File: src/rtl/alu_share_arbiter.sv
// alu_share_arbiter: shares one 64-bit Y86 ALU (add/sub/and/xor) between two
// valid/ready requesters. It uses round-robin or fixed-priority arbitration.
// It has a three-state IDLE -> EXEC -> RESP sequencer with a registered
// response and the architectural condition codes ZF/SF/OF.
// Optional build macro: ALU_ARB_STATS_EN adds saturating grant/stall counters.
module alu_share_arbiter #(
  parameter int DATA_W     = 64,
  parameter bit FIXED_PRIO = 1'b0,
  parameter int CNT_W      = 16
) (
  input  logic              clk,
  input  logic              rst,
  input  logic              req0_valid,
  output logic              req0_ready,
  input  logic [1:0]        req0_fun,
  input  logic [DATA_W-1:0] req0_a,
  input  logic [DATA_W-1:0] req0_b,
  input  logic              req0_setcc,
  input  logic              req1_valid,
  output logic              req1_ready,
  input  logic [1:0]        req1_fun,
  input  logic [DATA_W-1:0] req1_a,
  input  logic [DATA_W-1:0] req1_b,
  input  logic              req1_setcc,
  output logic [1:0]        alu_control,
  output logic [DATA_W-1:0] alu_in1,
  output logic [DATA_W-1:0] alu_in2,
  input  logic [DATA_W-1:0] alu_out,
  input  logic              alu_carry_out,
  input  logic              alu_overflow_check,
  output logic              rsp_valid,
  input  logic              rsp_ready,
  output logic              rsp_id,
  output logic [DATA_W-1:0] rsp_result,
  output logic              rsp_carry,
  output logic              cc_zf,
  output logic              cc_sf,
  output logic              cc_of
`ifdef ALU_ARB_STATS_EN
  ,
  output logic [CNT_W-1:0]  stat_grant0,
  output logic [CNT_W-1:0]  stat_grant1,
  output logic [CNT_W-1:0]  stat_stall
`endif
);

  typedef enum logic [1:0] {
    IDLE = 2'd0,
    EXEC = 2'd1,
    RESP = 2'd2
  } state_t;

  state_t              state_q, state_d;
  logic                last_grant_q, last_grant_d;
  logic [1:0]          fun_q, fun_d;
  logic [DATA_W-1:0]   a_q, a_d;
  logic [DATA_W-1:0]   b_q, b_d;
  logic                setcc_q, setcc_d;
  logic                id_q, id_d;
  logic [DATA_W-1:0]   result_q, result_d;
  logic                carry_q, carry_d;
  logic                zf_q, zf_d;
  logic                sf_q, sf_d;
  logic                of_q, of_d;
  logic                grant0_s, grant1_s;
  logic                hs0_s, hs1_s;

  // Pick the winner among the requesting ports; on a tie use priority or
  // hand the grant to the port that did not win last time.
  always_comb begin
    grant0_s = 1'b0;
    grant1_s = 1'b0;
    if (req0_valid && req1_valid) begin
      if (FIXED_PRIO || last_grant_q) begin
        grant0_s = 1'b1;
      end else begin
        grant1_s = 1'b1;
      end
    end else if (req0_valid) begin
      grant0_s = 1'b1;
    end else if (req1_valid) begin
      grant1_s = 1'b1;
    end else begin
      grant0_s = 1'b0;
      grant1_s = 1'b0;
    end
  end

  // Ready is only offered in IDLE and is held low while reset is asserted so
  // that every output reads 0 during reset.
  assign req0_ready = (state_q == IDLE) && grant0_s && !rst;
  assign req1_ready = (state_q == IDLE) && grant1_s && !rst;
  assign hs0_s      = req0_ready;
  assign hs1_s      = req1_ready;

  // Next-state, operand latching, result capture and condition-code update.
  always_comb begin
    state_d      = state_q;
    last_grant_d = last_grant_q;
    fun_d        = fun_q;
    a_d          = a_q;
    b_d          = b_q;
    setcc_d      = setcc_q;
    id_d         = id_q;
    result_d     = result_q;
    carry_d      = carry_q;
    zf_d         = zf_q;
    sf_d         = sf_q;
    of_d         = of_q;
    case (state_q)
      IDLE: begin
        if (hs0_s) begin
          fun_d        = req0_fun;
          a_d          = req0_a;
          b_d          = req0_b;
          setcc_d      = req0_setcc;
          id_d         = 1'b0;
          last_grant_d = 1'b0;
          state_d      = EXEC;
        end else if (hs1_s) begin
          fun_d        = req1_fun;
          a_d          = req1_a;
          b_d          = req1_b;
          setcc_d      = req1_setcc;
          id_d         = 1'b1;
          last_grant_d = 1'b1;
          state_d      = EXEC;
        end else begin
          state_d = IDLE;
        end
      end
      EXEC: begin
        result_d = alu_out;
        carry_d  = alu_carry_out;
        if (setcc_q) begin
          zf_d = (alu_out == {DATA_W{1'b0}});
          sf_d = alu_out[DATA_W-1];
          of_d = alu_overflow_check;
        end else begin
          zf_d = zf_q;
          sf_d = sf_q;
          of_d = of_q;
        end
        state_d = RESP;
      end
      RESP: begin
        if (rsp_ready) begin
          state_d = IDLE;
        end else begin
          state_d = RESP;
        end
      end
      default: begin
        state_d = IDLE;
      end
    endcase
  end

  // State and datapath registers; reset drops any in-flight operation.
  always_ff @(posedge clk or posedge rst) begin
    if (rst) begin
      state_q      <= IDLE;
      last_grant_q <= 1'b1;
      fun_q        <= 2'd0;
      a_q          <= {DATA_W{1'b0}};
      b_q          <= {DATA_W{1'b0}};
      setcc_q      <= 1'b0;
      id_q         <= 1'b0;
      result_q     <= {DATA_W{1'b0}};
      carry_q      <= 1'b0;
      zf_q         <= 1'b0;
      sf_q         <= 1'b0;
      of_q         <= 1'b0;
    end else begin
      state_q      <= state_d;
      last_grant_q <= last_grant_d;
      fun_q        <= fun_d;
      a_q          <= a_d;
      b_q          <= b_d;
      setcc_q      <= setcc_d;
      id_q         <= id_d;
      result_q     <= result_d;
      carry_q      <= carry_d;
      zf_q         <= zf_d;
      sf_q         <= sf_d;
      of_q         <= of_d;
    end
  end

  assign alu_control = fun_q;
  assign alu_in1     = a_q;
  assign alu_in2     = b_q;
  assign rsp_valid   = (state_q == RESP);
  assign rsp_id      = id_q;
  assign rsp_result  = result_q;
  assign rsp_carry   = carry_q;
  assign cc_zf       = zf_q;
  assign cc_sf       = sf_q;
  assign cc_of       = of_q;

`ifdef ALU_ARB_STATS_EN
  logic [CNT_W-1:0] grant0_cnt_q, grant0_cnt_d;
  logic [CNT_W-1:0] grant1_cnt_q, grant1_cnt_d;
  logic [CNT_W-1:0] stall_cnt_q, stall_cnt_d;
  logic             stall_s;

  // Saturating increments for the grant and stall statistics.
  always_comb begin
    grant0_cnt_d = grant0_cnt_q;
    grant1_cnt_d = grant1_cnt_q;
    stall_cnt_d  = stall_cnt_q;
    stall_s      = (req0_valid && !req0_ready) || (req1_valid && !req1_ready);
    if (hs0_s && (grant0_cnt_q != {CNT_W{1'b1}})) begin
      grant0_cnt_d = grant0_cnt_q + {{(CNT_W-1){1'b0}}, 1'b1};
    end else begin
      grant0_cnt_d = grant0_cnt_q;
    end
    if (hs1_s && (grant1_cnt_q != {CNT_W{1'b1}})) begin
      grant1_cnt_d = grant1_cnt_q + {{(CNT_W-1){1'b0}}, 1'b1};
    end else begin
      grant1_cnt_d = grant1_cnt_q;
    end
    if (stall_s && (stall_cnt_q != {CNT_W{1'b1}})) begin
      stall_cnt_d = stall_cnt_q + {{(CNT_W-1){1'b0}}, 1'b1};
    end else begin
      stall_cnt_d = stall_cnt_q;
    end
  end

  // Statistics counter registers.
  always_ff @(posedge clk or posedge rst) begin
    if (rst) begin
      grant0_cnt_q <= {CNT_W{1'b0}};
      grant1_cnt_q <= {CNT_W{1'b0}};
      stall_cnt_q  <= {CNT_W{1'b0}};
    end else begin
      grant0_cnt_q <= grant0_cnt_d;
      grant1_cnt_q <= grant1_cnt_d;
      stall_cnt_q  <= stall_cnt_d;
    end
  end

  assign stat_grant0 = grant0_cnt_q;
  assign stat_grant1 = grant1_cnt_q;
  assign stat_stall  = stall_cnt_q;
`endif

endmodule
File: config.mk
export PLATFORM = sky130hd
export DESIGN_NAME = alu_share_arbiter
export DESIGN_NICKNAME = d
export VERILOG_FILES = /design/src/rtl/alu_share_arbiter.sv
export SDC_FILE = /design/constraint.sdc
export NUM_CORES = 1
export LEC_CHECK = 0
export CORE_AREA = 4 4 205 207
export DETAILED_ROUTE_END_ITERATION = 7
export DIE_AREA = 0 0 209 211
export GPL_TIMING_DRIVEN = 1
export PLACE_DENSITY = 0.63
export SYNTH_ARGS = -nofsm -noshare
export SYNTH_HDL_FRONTEND = slang
export SYNTH_SLANG_ARGS = --single-unit
File: constraint.sdc
create_clock -name clk -period 8.7 [get_ports clk]
set_clock_uncertainty 0.1 [all_clocks]
set_input_delay 0.87 -clock clk [delete_from_list [all_inputs] [get_ports clk]]
set_output_delay 0.87 -clock clk [all_outputs]
set_load 0.005 [all_outputs]
# --- Yosys cells after proc, flatten, opt, wreduce, memory -nomap -nowiden ---
# Cells that the tools add are included.
op_classes:
  reduce_logical: 11
  mux: 21
  eq_ne: 2
op_table:
  columns: ["cell", "n"]
  rows:
  - ["$mux 64", 4]
  - ["$logic_not 64->1", 1]
  - ["$mux 1", 13]
  - ["$mux 2", 3]
  - ["$pmux 2 s3", 1]
  - ["$logic_and 1x1->1", 5]
  - ["$reduce_and 2->1", 2]
  - ["$eq 2x1->1 const B", 1]
  - ["$eq 2x2->1 const B", 1]
  - ["$logic_not 2->1", 1]
  - ["$reduce_bool 2->1", 1]
  - ["$logic_not 1->1", 1]
totals:
  word_cells: 46
  in_bits: 333
  ff_bits: 203
  out_inout_bits: 202

# --- Longest topological paths before layout ---
# Gate-level depths: netlist (run 1).
logic_depth:
  word_depth: 8
  mapped_depth: 7
  depth_no_buf: 5

# --- Worst setup path before layout (run 1) ---
# No wires, ideal clock.
synth_path:
  path_kind: "input -> output"
  startpoint: "input port rst"
  endpoint: "output port req0_ready"
  setup_slack_ps: 6125
  arrival_ps: 1605
  required_time_ps: 7730
  path_buffers: 2
  path_stages: 5
  path_cell_list: "nor3_2 > nand3_1 > clkbuf_1 > buf_2 > inv_1"
synth_between:
  elab_chain_len: 2
synth_rtl:
  columns: ["item", "line_no", "source"]
  rows:
  - ["from (decl)", "12", "input logic rst,"]
  - ["$logic_not 1->1 (no line)", null, null]
  - ["$logic_and 1x1->1", "91", "assign req0_ready = (state_q == IDLE) && grant0_s && !rst;"]
  - ["to (decl)", "14", "output logic req0_ready,"]
# Every way passes these cells.

# --- Worst setup path after layout (run 1) ---
layout_path:
  startpoint: "input port rst"
  endpoint: "output port req1_ready"
layout_between:
  elab_chain_len: 2
layout_rtl:
  columns: ["item", "line_no", "source"]
  rows:
  - ["$logic_not 1->1 (no line)", null, null]
  - ["$logic_and 1x1->1", "92", "assign req1_ready = (state_q == IDLE) && grant1_s && !rst;"]
  - ["to (decl)", "20", "output logic req1_ready,"]
# Every way passes these cells.

==> impl_metrics.env, run 1 <==
export IMPL_status="completed"
export IMPL_synth_simple_area_share_pct=19.4
export IMPL_crit_top_cell="clkdlybuf4s50_1"
export IMPL_hpwl_um=25300
export IMPL_post_drt_wl_per_cell_um=17.6
export IMPL_start_kind="primary input"
export IMPL_placed_area_sq_mm=0.0145
export IMPL_ctsRootBufferMaster="clkbuf_16"
export IMPL_yosysTopAreaCell="dfrtp_1"
export IMPL_clk_latency_ns=0.53
export IMPL_yosysUniqueCellTypes=24
export IMPL_clk_path_buf_depth=3
export IMPL_total_power_uw=4830
export IMPL_cap_violations=0
export IMPL_cts_inserted_buffers=25
export IMPL_fp_dieH_um=211
export IMPL_synth_seq_area_share_pct=58.6
export IMPL_grt_use_total_pct=14.6
export IMPL_synth_cells=898
export IMPL_crit_arrival_ns=3.71
export IMPL_synth_compound_area_share_pct=9.70
export IMPL_drt_iter0_drc=572
export IMPL_final_nets=1735
export IMPL_drive_gt1_share_pct=8.46
export IMPL_dr_total_vias=8686
export IMPL_finalSetupViolCount=0
export IMPL_htreeDepth=1
export IMPL_seqCellArea_sq_mm=0.00508
export IMPL_crit_fanout=65
export IMPL_die_area_sq_mm=0.0441
export IMPL_clk_pin_slew_worst_paths_ns=0.06
export IMPL_max_freq_mhz=213
export IMPL_rsz0062_at_grt="false"
export IMPL_cts_sinks=203
export IMPL_antenna_left=0
export IMPL_ios=535
export IMPL_crit_chain="clkdlybuf4s50_1 > nor3_2 > nand3_4 > inv_4 > clkdlybuf4s50_1"
export IMPL_drv_slew=0
export IMPL_cp_slowest_cell="inv_4"
export IMPL_finalCriticalPeriod_ns=4.68
export IMPL_dr_pass1_iters=7
export IMPL_peakVddDrop_mv=0.130
export IMPL_grt_pass1_wl_um=51800
export IMPL_synthMuxAreaShare_pct=8.71
export IMPL_grt_pass1_vias=8816
export IMPL_synth_xor_xnor_area_share_pct=0
export IMPL_timing_final_crit_share_pct=53.8
export IMPL_power_density_mw_per_mm2=316
export IMPL_wirelength_um=34400
export IMPL_insertedDiodeCount=0
export IMPL_antenna_found_initial=1
export IMPL_via_per_inst=4.45
export IMPL_yosys_warnings=0
export IMPL_cp_data_required_time_ns=7.73
export IMPL_synth_nets=1231
export IMPL_drc=0
export IMPL_end_kind="primary output"
export IMPL_synthTopCellsByArea="dfrtp_1 (58%), nand2_1 (11%), a31oi_1 (9.5%)"
export IMPL_grt_max_degree=134
export IMPL_initial_core_util_pct=21.5
export IMPL_hold_class="reg -> reg"
export IMPL_fin_util_pct=37.9
export IMPL_cts_hold_buf=0
export IMPL_synth_top_family_by_area="simple AND/OR/NAND/NOR gates"
export IMPL_coreArea_sq_mm=0.0404
export IMPL_multiInputGateArea_sq_mm=0.00330
export IMPL_cts_resized=0
export IMPL_grt_ovfl_total=0
export IMPL_fin_area_sq_mm=0.0153
export IMPL_fillers=4092
export IMPL_place_congestion=0.871
export IMPL_ys_ff_latch=203
export IMPL_synth_top_area_share_pct=58.3
export IMPL_fp_dieW_um=209
export IMPL_fin_tns_setup_ns=0
export IMPL_port_buffers=534
export IMPL_cts_setup_buffers=0
export IMPL_synth_area_sq_mm=0.00866
export IMPL_leakage_uw=0.00631
export IMPL_num_rows=74
export IMPL_hold_viol=0
export IMPL_tightestPinTransition_ns=1.07
export IMPL_synthAdderAreaFrac_pct=0
export IMPL_r2r_setup_slack_ns=5.28
export IMPL_cts_tree="yes"
export IMPL_slowest_delay_ns=0.76
export IMPL_syn_to_final_growth_pct=76.4
export IMPL_path_class="in -> out"
export IMPL_whs_ns=0.402
export IMPL_syn_avg_cell_area_sq_um=9.65
export IMPL_relSlewSlack_pct=28.4
-- placed cells by master (no fill, tap or decap), types with 2 or more instances in the layout --
cell and instances:
nand4_1 3, clkbuf_16 25, dfrtp_1 202, nor4_1 15, nor2_1 133, nand3_4 2, inv_6 2, mux2_2 67
clkinv_2 2, buf_4 7, inv_1 2, clkdlybuf4s50_1 534, clkbuf_1 4, clkbuf_8 9, nand2_1 265, a31oi_1 131
or4_1 2, nand2b_1 2
-- kinds of logic after synthesis --
| logic type | after synthesis |
|---|---|
| and+or+nand+nor | 426 |
| DFF | 203 |
| AOI/OAI and AO/OA | 134 |
| buffers and inverters | 68 |
| muxes | 67 |
-- critical path, delay by kind of cell --
| family | cells | cell delay (ns) |
|---|---|---|
| buf+inv | 3 | 1.92 |
| simple gates | 2 | 0.85 |
-- per-layer routing --
metal / share of wire, % / up-vias / global-route usage (%)
met5: 0.038 / - / 0
met4: 3.0 / 2 / 4.64
met3: 8.5 / 63 / 3.82
met2: 49 / 401 / 25.6
met1: 39 / 4154 / 17.6
li1: - / 4066 / -
-- sequential cells by signal (all words and copies together), names as in the netlist --
| name | flops |
|---|---|
| state_q | 2 |
| cc_of | 1 |
| cc_sf | 1 |
| cc_zf | 1 |
| alu_in1 | 64 |
| rsp_id | 1 |
| rsp_result | 64 |
| alu_in2 | 64 |
| alu_control | 2 |
| last_grant_q | 1 |
| setcc_q | 1 |
| rsp_carry | 1 |
-- layout make-up --
class / instances / area share (%)
Tap cell: 532 / 4.35
Clock buffer: 38 / 5.00
Timing Repair Buffer: 541 / 35.3
Clock inverter: 5 / 0.376
Inverter: 4 / 0.164
Sequential cell: 203 / 33.2
Multi-Input combinational cell: 627 / 21.6
-- cells in the mapped netlist --
cell	count
a31oi_1	131
dfstp_2	1
dfrtp_1	202
o21a_1	1
mux2_2	67
nand3_1	1
nor4_1	15
o21ai_0	1
nor3_2	1
buf_1	3
clkbuf_1	31
nand2b_1	3
nand4_1	3
nand3b_1	1
nand3_2	1
nand2_1	265
inv_2	1
or4_1	2
nor2_1	133
buf_4	7
buf_2	23
a22o_1	1
nor3_1	1
inv_1	3
-- worst paths after layout --
kind	from	to	depth (start not counted)
min in group asynchronous	rst	state_q[0]$_DFF_PP0_	2
max in group asynchronous	rst	alu_in1[45]$_DFFE_PP0P_	3
worst min-delay path	rsp_result[17]$_DFFE_PP0N_	rsp_result[17]$_DFFE_PP0N_	1
worst max register to register	state_q[1]$_DFF_PP0_	alu_in1[43]$_DFFE_PP0P_	6
worst max-delay path	rst	req1_ready	5
worst min register to register	rsp_result[17]$_DFFE_PP0N_	rsp_result[17]$_DFFE_PP0N_	1
-- per-stage QoR --
step	std cells	setup WS, ns
floorplan	898	2.19
global placement	1907	3.96
detailed placement	1907	3.95
CTS	1950	3.94
global route	1950	3.83
finish	1950	4.02
-- report_power, final --
group / internal [uW] / switching [uW]
logic: 1310 / 778
registers: 1440 / 275
clock network: 631 / 403
(Power assumes the default switching activity.)
==> run 2: changes to the inputs <==
CORE_AREA = 4 4 208 210   (was 4 4 205 207)
DIE_AREA = 0 0 212 214   (was 0 0 209 211)
clock period = 4.3 ns   (was 8.7 ns; I/O delays follow)
==> run 2 against run 1 <==
  * Via count fell by 0.98%
  * Global-route usage down 0.57 points
  * Sequential share of layout area about the same
  * Critical path depth down 1
  * Core utilization fell by 1.1 points
  * Cell count rose by 0.15%
  * Critical endpoint unchanged
  * Largest cell class unchanged
==> impl_metrics.env, run 2 (synthesized netlist as in run 1, its figures left out) <==
export IMPL_status="completed"
export IMPL_end_kind="primary output"
export IMPL_post_drt_wl_per_cell_um=17.4
export IMPL_via_per_inst=4.40
export IMPL_finalSetupViolCount=0
export IMPL_path_class="reg -> out"
export IMPL_placed_cells=1915
export IMPL_r2r_setup_slack_ns=1.93
export IMPL_htreeDepth=1
export IMPL_start_kind="register"
export IMPL_ctsRootBufferMaster="clkbuf_16"
export IMPL_slowest_delay_ns=0.57
export IMPL_wirelength_um=34000
export IMPL_drv_slew=0
export IMPL_layout_commonest_cell="clkdlybuf4s50_1"
export IMPL_cts_sinks=203
export IMPL_switching_share_pct=30.1
export IMPL_syn_to_final_growth_pct=76.6
export IMPL_crit_arrival_ns=2.37
export IMPL_fp_dieW_um=212
export IMPL_hold_class="in -> async"
export IMPL_coreArea_sq_mm=0.0416
export IMPL_place_congestion=0.818
export IMPL_die_area_sq_mm=0.0454
export IMPL_final_nets=1735
export IMPL_grt_pass1_vias=9037
export IMPL_fillers=4157
export IMPL_rr_endpoint="alu_in2[9]$_DFFE_PP0P_"
export IMPL_clk_path_buf_depth=3
export IMPL_grt_max_degree=166
export IMPL_relSlewSlack_pct=33.0
export IMPL_crit_chain="nor3_2 > nand3_4 > inv_4 > clkdlybuf4s50_1"
export IMPL_rr_worst_depth=6
export IMPL_dr_pass1_iters=4
export IMPL_rsz0062_at_grt="false"
export IMPL_timing_final_crit_share_pct=67.5
export IMPL_drc=0
export IMPL_stdcell_count=1953
export IMPL_drt_iter0_drc=453
export IMPL_fp_dieH_um=214
export IMPL_leakage_uw=0.00630
export IMPL_cap_violations=0
export IMPL_seqCellArea_sq_mm=0.00508
export IMPL_multiInputGateArea_sq_mm=0.00330
export IMPL_seqPwrFrac_pct=35.7
export IMPL_hpwl_um=24700
export IMPL_pre_cts_ws_ns=1.42
export IMPL_clk_latency_ns=0.52
export IMPL_antenna_left=0
export IMPL_cts_hold_buf=0
export IMPL_final_cell_mix="clkdlybuf4s50_1 (534), nand2_1 (265), dfrtp_1 (202)"
export IMPL_tightestPinTransition_ns=1.01
export IMPL_grt_use_total_pct=14.0
export IMPL_grt_pass1_wl_um=51100
export IMPL_insertedDiodeCount=0
export IMPL_power_density_mw_per_mm2=633
export IMPL_antenna_found_initial=0
export IMPL_cts_tree="yes"
export IMPL_cts_setup_buffers=0
export IMPL_switchingPower_uw=2910
export IMPL_drive_gt1_share_pct=8.27
export IMPL_num_rows=75
export IMPL_initial_core_util_pct=20.8
export IMPL_ios=535
export IMPL_hold_viol=0
export IMPL_grt_ovfl_total=0
export IMPL_peakVddDrop_mv=0.242
export IMPL_power_frac_comb_pct=43.8
export IMPL_cts_inserted_buffers=24
export IMPL_fin_util_pct=36.8
export IMPL_clk_pin_slew_worst_paths_ns=0.06
export IMPL_crit_fanout=26
export IMPL_intPower_uw=6780
export IMPL_cp_slowest_cell="clkdlybuf4s50_1"
export IMPL_cts_resized=0
export IMPL_max_freq_mhz=344
export IMPL_finalCriticalPeriod_ns=2.90
export IMPL_p_clk_share_pct=20.5
export IMPL_fin_ws_ns=1.40
export IMPL_port_buffers=534
export IMPL_cp_data_required_time_ns=3.77
export IMPL_fin_tns_setup_ns=0
export IMPL_rr_startpoint="state_q[0]$_DFF_PP0_"
export IMPL_dr_total_vias=8601
export IMPL_whs_ns=0.336
[run 2: stage by stage]
stage | cell area, sq um | total power, uW
global placement | 14500 | 7690
global route | 15300 | 10300
CTS | 15300 | 9870
floorplan | 8670 | 4970
detailed placement | 14500 | 7780
finish | 15300 | 9690
[run 2: cell type report]
class	count	share of cell area [%]
Multi-Input combinational cell	627	21.5
Timing Repair Buffer	542	35.7
Sequential cell	203	33.2
Clock buffer	34	4.70
Tap cell	539	4.41
Clock inverter	4	0.294
Inverter	4	0.139
[run 2: per-layer routing]
layer	vias to the layer above	wire length [um]	global-route usage, %
met5	-	0	0
met4	0	1190	5.12
met3	70	3100	4.17
met2	381	16400	24.1
met1	4098	13400	16.4
li1	4052	-	-
[run 2: how the worst max path moves through the flow]
stage	to	cells past startpoint	start	slack [ns]
floorplan	alu_control[0]$_DFFE_PP0P_	1	rst	1.14
global placement	req1_ready	5	rst	1.40
detailed placement	req1_ready	5	rst	1.42
CTS	req1_ready	4	state_q[0]$_DFF_PP0_	1.30
global route	req1_ready	4	state_q[0]$_DFF_PP0_	1.22
finish	req1_ready	4	state_q[0]$_DFF_PP0_	1.40
[run 2: worst max-delay path, delay by kind of cell (launching register included)]
family                 cells  cell delay, ns
and+or+nand+nor            2            0.58
DFF                        1            0.42
buffers and inverters      2            0.84
[run 2: power groups by stage]
stage | Sequential [uW] | Combinational (uW) | Clock, uW
after global placement | 3440 | 4250 | 0
final | 3460 | 4240 | 1990
after CTS | 3460 | 4330 | 2080
after detailed placement | 3470 | 4310 | 0
after global routing | 3590 | 4610 | 2150
after floorplan | 3490 | 1480 | 0
